File: src/rtl/intr_pkg.sv
// Shared types and helpers for the MSI interrupt generator.
package intr_pkg;

  typedef enum logic {
    IDLE = 1'b0,
    SEND = 1'b1
  } state_t;

  localparam int MSI_DATA_W = 16;
  localparam int MME_MAX    = 5;

  function automatic int clog2(input int v);
    int r;
    r = 0;
    while ((1 << r) < v) r++;
    return r;
  endfunction

endpackage

File: src/rtl/intr_fifo.sv
// Pending-vector queue: sync FIFO with first-word-fall-through read data.
module intr_fifo
  import intr_pkg::*;
#(
  parameter  int WIDTH = 5,
  parameter  int DEPTH = 8,
  localparam int PTR_W = clog2(DEPTH),
  localparam int CNT_W = clog2(DEPTH + 1)
) (
  input  logic             clk,
  input  logic             rst_n,
  input  logic             push,
  input  logic [WIDTH-1:0] wdata,
  input  logic             pop,
  output logic [WIDTH-1:0] rdata,
  output logic             full,
  output logic             empty,
  output logic [CNT_W-1:0] count
);

  logic [WIDTH-1:0] mem [DEPTH];
  logic [PTR_W-1:0] wr_ptr;
  logic [PTR_W-1:0] rd_ptr;
  logic             push_en;
  logic             pop_en;

  assign full    = (count == CNT_W'(DEPTH));
  assign empty   = (count == '0);
  assign pop_en  = pop & ~empty;
  // A full queue still takes a push when a pop frees a slot on the same edge.
  assign push_en = push & (~full | pop_en);
  assign rdata   = mem[rd_ptr];

  always_ff @(posedge clk or negedge rst_n) begin
    if (!rst_n) begin
      wr_ptr <= '0;
      rd_ptr <= '0;
      count  <= '0;
    end else begin
      if (push_en) wr_ptr <= wr_ptr + 1'b1;
      if (pop_en)  rd_ptr <= rd_ptr + 1'b1;
      unique case ({push_en, pop_en})
        2'b10:   count <= count + 1'b1;
        2'b01:   count <= count - 1'b1;
        default: count <= count;
      endcase
    end
  end

  always_ff @(posedge clk) begin
    if (push_en) mem[wr_ptr] <= wdata;
  end

endmodule

File: src/rtl/intr_msi_gen.sv
// Turns prioritiser vector pulses into queued MSI write requests
// on a valid/ready master port.
module intr_msi_gen
  import intr_pkg::*;
#(
  parameter  int PORTS      = 32,
  parameter  int FIFO_DEPTH = 8,
  parameter  int ADDR_WIDTH = 64,
  parameter  int DATA_WIDTH = 32,
  localparam int NUM_W      = clog2(PORTS),
  localparam int CNT_W      = clog2(FIFO_DEPTH + 1)
) (
  input  logic                  clk,
  input  logic                  rst_n,
  input  logic                  intr_vec_req,
  input  logic [NUM_W-1:0]      intr_num,
  input  logic                  cfg_msi_en,
  input  logic [ADDR_WIDTH-1:0] cfg_msi_addr,
  input  logic [15:0]           cfg_msi_data,
  input  logic [2:0]            cfg_msi_mme,
  input  logic                  ovf_clr,
  output logic                  m_wr_valid,
  input  logic                  m_wr_ready,
  output logic [ADDR_WIDTH-1:0] m_wr_addr,
  output logic [DATA_WIDTH-1:0] m_wr_data,
  output logic [CNT_W-1:0]      pend_count,
  output logic                  ovf_pulse,
  output logic                  ovf_sticky
);

  function automatic logic [MSI_DATA_W-1:0] msi_data16(
    input logic [MSI_DATA_W-1:0] base,
    input logic [NUM_W-1:0]      vec,
    input logic [2:0]            mme
  );
    logic [2:0]            eff;
    logic [MSI_DATA_W-1:0] mask;
    eff  = (mme > 3'(MME_MAX)) ? 3'(MME_MAX) : mme;
    mask = (MSI_DATA_W'(1) << eff) - MSI_DATA_W'(1);
    return (base & ~mask) | (MSI_DATA_W'(vec) & mask);
  endfunction

  state_t           state_q;
  state_t           state_d;
  logic             req_d;
  logic             push;
  logic             load;
  logic             can_pop;
  logic             full;
  logic             empty;
  logic             drop;
  logic [NUM_W-1:0] head;
  logic             unused_addr_lsb;

  assign unused_addr_lsb = ^cfg_msi_addr[1:0];

  assign push    = intr_vec_req & ~req_d;
  assign can_pop = ~empty & cfg_msi_en;
  assign drop    = push & full & ~load;

  intr_fifo #(
    .WIDTH (NUM_W),
    .DEPTH (FIFO_DEPTH)
  ) u_fifo (
    .clk   (clk),
    .rst_n (rst_n),
    .push  (push),
    .wdata (intr_num),
    .pop   (load),
    .rdata (head),
    .full  (full),
    .empty (empty),
    .count (pend_count)
  );

  always_comb begin
    state_d = state_q;
    load    = 1'b0;
    unique case (state_q)
      IDLE: begin
        if (can_pop) begin
          load    = 1'b1;
          state_d = SEND;
        end
      end
      SEND: begin
        if (m_wr_ready) begin
          if (can_pop) load = 1'b1;
          else state_d = IDLE;
        end
      end
    endcase
  end

  always_ff @(posedge clk or negedge rst_n) begin
    if (!rst_n) begin
      state_q    <= IDLE;
      req_d      <= 1'b0;
      m_wr_valid <= 1'b0;
      m_wr_addr  <= '0;
      m_wr_data  <= '0;
      ovf_pulse  <= 1'b0;
      ovf_sticky <= 1'b0;
    end else begin
      state_q    <= state_d;
      req_d      <= intr_vec_req;
      m_wr_valid <= (state_d == SEND);
      ovf_pulse  <= drop;
      // A drop on the clearing edge keeps the flag set.
      if (drop)         ovf_sticky <= 1'b1;
      else if (ovf_clr) ovf_sticky <= 1'b0;
      if (load) begin
        m_wr_addr <= {cfg_msi_addr[ADDR_WIDTH-1:2], 2'b00};
        m_wr_data <= {{(DATA_WIDTH - MSI_DATA_W){1'b0}},
                      msi_data16(cfg_msi_data, head, cfg_msi_mme)};
      end
    end
  end

endmodule
File: config.mk
export PLATFORM = sky130hd
export DESIGN_NAME = intr_msi_gen
export DESIGN_NICKNAME = d
export VERILOG_FILES = /design/src/rtl/intr_pkg.sv /design/src/rtl/intr_fifo.sv /design/src/rtl/intr_msi_gen.sv
export SDC_FILE = /design/constraint.sdc
export NUM_CORES = 1
export LEC_CHECK = 0
export BUFFER_PORTS_ARGS = -buffer_cell sky130_fd_sc_hd__buf_2
export CAP_MARGIN = 20
export CORE_ASPECT_RATIO = 0.9
export CORE_MARGIN = 4
export CORE_UTILIZATION = 46
export CTS_BUF_LIST = sky130_fd_sc_hd__clkbuf_4 sky130_fd_sc_hd__clkbuf_8
export DETAILED_ROUTE_END_ITERATION = 10
export PLACE_DENSITY = 0.78
export SETUP_SLACK_MARGIN = 0.3
export SKIP_CTS_REPAIR_TIMING = 1
export SYNTH_ARGS = -nofsm -noshare
export SYNTH_HDL_FRONTEND = slang
export SYNTH_SLANG_ARGS = --single-unit
File: constraint.sdc
create_clock -name clk -period 2.1 [get_ports clk]
set_input_delay 0.105 -clock clk [delete_from_list [all_inputs] [get_ports clk]]
set_output_delay 0.105 -clock clk [all_outputs]
set_load 0.05 [all_outputs]
* Word-level counts from Yosys, hierarchy flattened
Memory sizes are Yosys's and may differ from the RTL's.
Index checks and enable logic that the tools add are counted.
** Storage, ports and cells
- Bits in registers :: 92
- RAM bits :: 40
- Bits of input ports :: 94
- Output and inout bits :: 103
- Word-level logic and storage cells :: 50
- Memories kept :: 1
** Memories
- u_fifo.mem :: depth 8, bits a word 5, rd ports 1, clocked after Yosys merged registers in 0, write ports 1, line intr_fifo.sv:21 : logic [WIDTH-1:0] mem [DEPTH];
** Cells by class
- Add/sub/neg operators :: 5
- Magnitude comparators :: 1
- Equal/unequal tests :: 3
- Shift-type cells :: 1
- Multiplexer cells :: 11
- Bitwise gates (word level) :: 16
- Reduce and logical (&&, ||, !) cells :: 3
** Operators by type and width (count)
- 16-bit bitwise AND :: 1
- 5-bit by 16-bit bitwise AND with 16-bit output :: 1
- 16-bit NOT :: 1
- 16-bit OR :: 1
- 1-bit by 3-bit left shift with 16-bit output (first input constant) :: 1
- 16-bit by 2-bit subtractor with 16-bit output (second input constant) :: 1
- 4-bit case mux with 2 select lines :: 1
- 1-bit two-way mux :: 7
- 3-bit by 1-bit adder with 3-bit output (second input constant) :: 2
- 1-bit bitwise AND :: 6
- 1-bit NOT :: 5
- 4-bit by 1-bit adder with 4-bit output (second input constant) :: 1
- 4-bit == test (second input constant) :: 1
- 4-bit zero test :: 1
- 1-bit case mux with 2 select lines :: 2
- 2-bit nonzero test :: 2
- 4-bit by 1-bit subtractor with 4-bit output (second input constant) :: 1
- 3-bit > comparator (second input constant) :: 1
- 3-bit two-way mux :: 1
- 2-bit by 1-bit == test with 1-bit output (second input constant) :: 1
- 2-bit == test (second input constant) :: 1
- 1-bit OR :: 1

* Logic depth before layout (Yosys ltp)
- Word-level depth :: 11
- Gate-level depth with buffers :: 8
- Depth with buffers taken out :: 8

* By module
A second synthesis with hierarchy kept.
** Unflattened totals
- Cells, all modules :: 488
- Area, all modules :: 5557.8 um^2
** Modules (own cells, without submodules)
- intr_msi_gen :: instances 1, cells each 364, area an instance 3380.7 um^2, sequential area each 2052.0 um^2
- intr_fifo :: instances 1, cells each 124, area an instance 2177.1 um^2, sequential area each 1451.4 um^2

* Worst setup path after synthesis
OpenSTA, ideal clock, no wires.
- Path kind :: reg2reg
- Start point :: register u_fifo.count[1]
- End point :: register u_fifo.count[3]
- Library setup time :: 83 ps
- Data arrival time :: 2363 ps
- Path slack :: -346 ps
- Stages on the path, launching flop included :: 9
- Path buffers :: 0
- Clock period less this slack :: 2446 ps
- Cell sequence :: dfrtp_1 o41ai_4 or3_1 inv_1 ha_1 a21o_1 a21oi_1 mux2i_1 xor2_1
** On the way
- Longest elaborated chain between the ends :: 11
- Elaborated cells on any way between the ends :: 17
** RTL lines
- start, declared :: line intr_fifo.sv:18 : output logic [CNT_W-1:0] count
- start signal, assigned :: line intr_fifo.sv:43 : 2'b10: count <= count + 1'b1;
- start signal, assigned :: line intr_fifo.sv:44 : 2'b01: count <= count - 1'b1;
- start signal, assigned :: line intr_fifo.sv:45 : default: count <= count;
- 4-bit zero test :: line intr_fifo.sv:28 : assign empty = (count == '0);
- 1-bit NOT :: line intr_fifo.sv:29, intr_msi_gen.sv:58
- 1-bit bitwise AND :: line intr_msi_gen.sv:58 : assign can_pop = ~empty & cfg_msi_en;
- 1-bit two-way mux :: line intr_msi_gen.sv:81, intr_msi_gen.sv:88
- 1-bit two-way mux :: line intr_msi_gen.sv:87 : if (m_wr_ready) begin
- 1-bit case mux with 2 select lines :: line intr_msi_gen.sv:79 : unique case (state_q)
- 1-bit bitwise AND :: line intr_fifo.sv:29 : assign pop_en = pop & ~empty;
- 1-bit OR :: line intr_fifo.sv:31 : assign push_en = push & (~full | pop_en);
- 1-bit bitwise AND :: line intr_fifo.sv:31
- 2-bit by 1-bit == test with 1-bit output / 2-bit == test (equally long branches) :: line intr_fifo.sv:42 : unique case ({push_en, pop_en})
- 4-bit case mux with 2 select lines / 2-bit nonzero test (equally long branches)
Parallel ways exist; a longest one is shown, timed or not.
A chain may end at the register's enable or synchronous reset.

* Worst setup path in the final report
- Start point :: register u_fifo.count[2]
- End point :: register u_fifo.count[3]
The elaborated chain is that of the path after synthesis.

==> run summary <==
Status - completed
RSZ-0062 raised after global routing - yes
Post-synth top area share - 42.1%
WP data arrival - 2.44 ns
Die Footprint - 13700 µm²
# rows - 37
CP required - 2.44 ns
Clock root buffer - clkbuf_8
Worst min-delay path class - in2reg
Crit share post-route - 99.9%
CTS H-tree lvls - 4
Async SR Flop Fraction - 69.7%
Final Non-Filler Cells - 952
Fin Hold WS - 0.0337 ns
Main area contributors after synthesis - dfrtp_1 42%, edfxtp_1 22%, nand2_1 16%
Initial antenna violation count - 0
Post-layout nets - 884
Post-Syn Area - 5470 µm²
Design area - 8040 µm²
ANT cells - 0
Vias in the first global route - 4101
Cell type with the largest total area after synthesis - dfrtp_1
Placed inst area - 6560 µm²
Initial Util - 47.5%
Count of max-cap constraint violations - 0
Worst-path fanout max - 4
Routed vias - 4503
First-pass GRT wire length - 19.5 mm
Total CTS buffers - 17
Final hold violations - 0
Detail Placement HPWL - 9.01 mm
Clock Latency Late Sink - 0.43 ns
Min Tclk post-route - 2.10 ns
TritonCTS clock tree - yes
Endpoint type of the worst setup path - register
DRT antenna net count - 0
Peak Freq - 0.477 GHz
All-Layer GR Usage - 18.2%
Sink Count - 132
R2R Path Start - u_fifo.count[2]
Max Slew Vio Count - 0
Util after Layout - 69.8%
Setup violators final - 0
Distinct cell type count of the synthesized netlist - 39
Buffers on Ports - 176
R2R depth - 7
Share of cells above drive strength 1 - 33.0%
Setup slack, reg-to-reg - 0.003 ns
Crit Path Class - reg2reg
Slew @ Worst Pin - 0.556 ns
Die span in x - 123 µm
Wire per inst - 14.9 µm
Grt total ovfl - 0
Seq cells post-synth - 132
EDFF count, synth - 40
Core ar. - 11500 µm²
DRT Pass-1 Iters - 5
Placed insts - 825
Area Overhead vs Synth - 46.9%
Clk_skew - 0.00522 ns
Pwr dens - 1360 nW/µm²
Power Total - 0.0109 W
Drt initial violations - 282
Clock Tree Buf Depth - 2
Seq/Total Area, Yosys - 64.0%
IO Pins - 197
Slew Limit Headroom - 63.0%
Ys flop type - dfrtp_1
Routed wire length - 14.2 mm
Leak pwr - 4.01 nW
DRC viols - 0
Hold path start - cfg_msi_mme[1]
Hold Crit Endpoint - m_wr_data[0]
Clk slew on worst S/H paths - 0.07 ns
Gpl congestion - 0.749
Via-to-Cell Ratio - 4.73
Synth Warn # - 0
Post-Synthesis Cells - 504
Worst R2R End - u_fifo.count[3]
Mean post-synth cell area - 10.9 µm²
Hold path depth - 4
Die Ht - 111 µm
VDD IR max - 0.863 mV
Kind of start point of the critical path - register
Largest net degree at the start of global routing - 54
[synthesized netlist by cell type (2+ instances only)]
cell type,instances
nand3_1,6
a21oi_1,7
mux4_2,5
ha_1,6
xnor2_1,6
conb_1,2
buf_2,12
a21o_1,2
xor2_1,2
buf_4,18
inv_1,6
a22oi_1,2
dfrtp_1,92
nor2b_1,4
nor2_1,9
o211ai_1,3
nand2_1,227
nand2b_1,6
edfxtp_1,40
mux2i_1,13
a31oi_1,3
buf_6,2
nor3_1,5
mux2_2,3
clkbuf_1,8
o21ai_0,2
[sequential cells by signal, summed over array words and instances, names as in the netlist]
signal	count
m_wr_addr	62
m_wr_data	16
ovf_pulse	1
ovf_sticky	1
req_d	1
state_q	1
u_fifo.count	4
u_fifo.mem	40
u_fifo.rd_ptr	3
u_fifo.wr_ptr	3
[through the flow]
stage,TNS [ns],setup slack [ns]
4_1_cts,0,0.0415
6_report,0,0.00279
3_3_place_gp,0,0.116
3_5_place_dp,0,0.0614
2_1_floorplan,-0.0799,-0.0799
5_1_grt,-0.103,-0.0931
[critical path: stages, from the launching register on]
cell and delay, ns:
dfrtp_2 0.44, o41ai_4 0.36, or3_4 0.20, inv_2 0.05, ha_1 0.33, a21oi_2 0.17
mux2i_1 0.27, xor2_1 0.19
[cells in the final DEF (no fill, tap or decap), types with 4 or more instances in the layout]
cell type and n:
ha_1 5, mux4_2 5, xnor2_1 6, inv_1 5, buf_2 175, edfxtp_1 40, dlygate4sd3_1 85, a21oi_1 6
nand2_1 227, mux2i_1 13, nor2_4 4, buf_4 15, clkbuf_8 17, bufinv_16 6, nand2b_1 5, dfrtp_2 6
dfrtp_1 86, conb_1 20, nor2_1 6, nor3_4 4, nand3_1 6
[worst max-delay path by stage]
stage / start / to / depth (start not counted)
2_1_floorplan: u_fifo.count[2] / u_fifo.count[3] / 8
3_3_place_gp: u_fifo.count[2] / u_fifo.count[3] / 8
3_5_place_dp: u_fifo.count[2] / u_fifo.count[3] / 8
4_1_cts: u_fifo.count[2] / u_fifo.count[3] / 8
5_1_grt: u_fifo.count[2] / u_fifo.count[3] / 7
6_report: u_fifo.count[2] / u_fifo.count[3] / 7
[power by group]
group	internal, W	switching, W
registers	0.00331	0.000517
logic	0.00134	0.00330
clock network	0.00152	0.000962
[cell families after synthesis]
family                     share of synthesized area, %
DFF                                                64.0
AOI/OAI and AO/OA                                  3.31
xor gates and xnor gates                           1.28
buffers and inverters                              4.94
muxes                                              5.05
adders and majority gates                          1.74
and+or+nand+nor                                    19.5
other                                             0.137
[final cells by class]
type | count | area [µm²]
sequential | 132 | 3510
fill | 799 | 3480
timing repair buffer | 282 | 1950
multi-input combinational | 344 | 1900
clock inverter | 15 | 235
clock buffer | 17 | 234
tap | 156 | 195
inverter | 6 | 22.5
[layer usage]
metal / vias to the layer above / track usage (%) / share of wire (%)
met4: 0 / 7.97 / 2.7
met1: 2116 / 21.7 / 39
met3: 37 / 6.45 / 7.7
met5: - / 0 / 0
li1: 2160 / - / -
met2: 190 / 29.5 / 50
No activity file was read; power rests on OpenSTA's default activity.
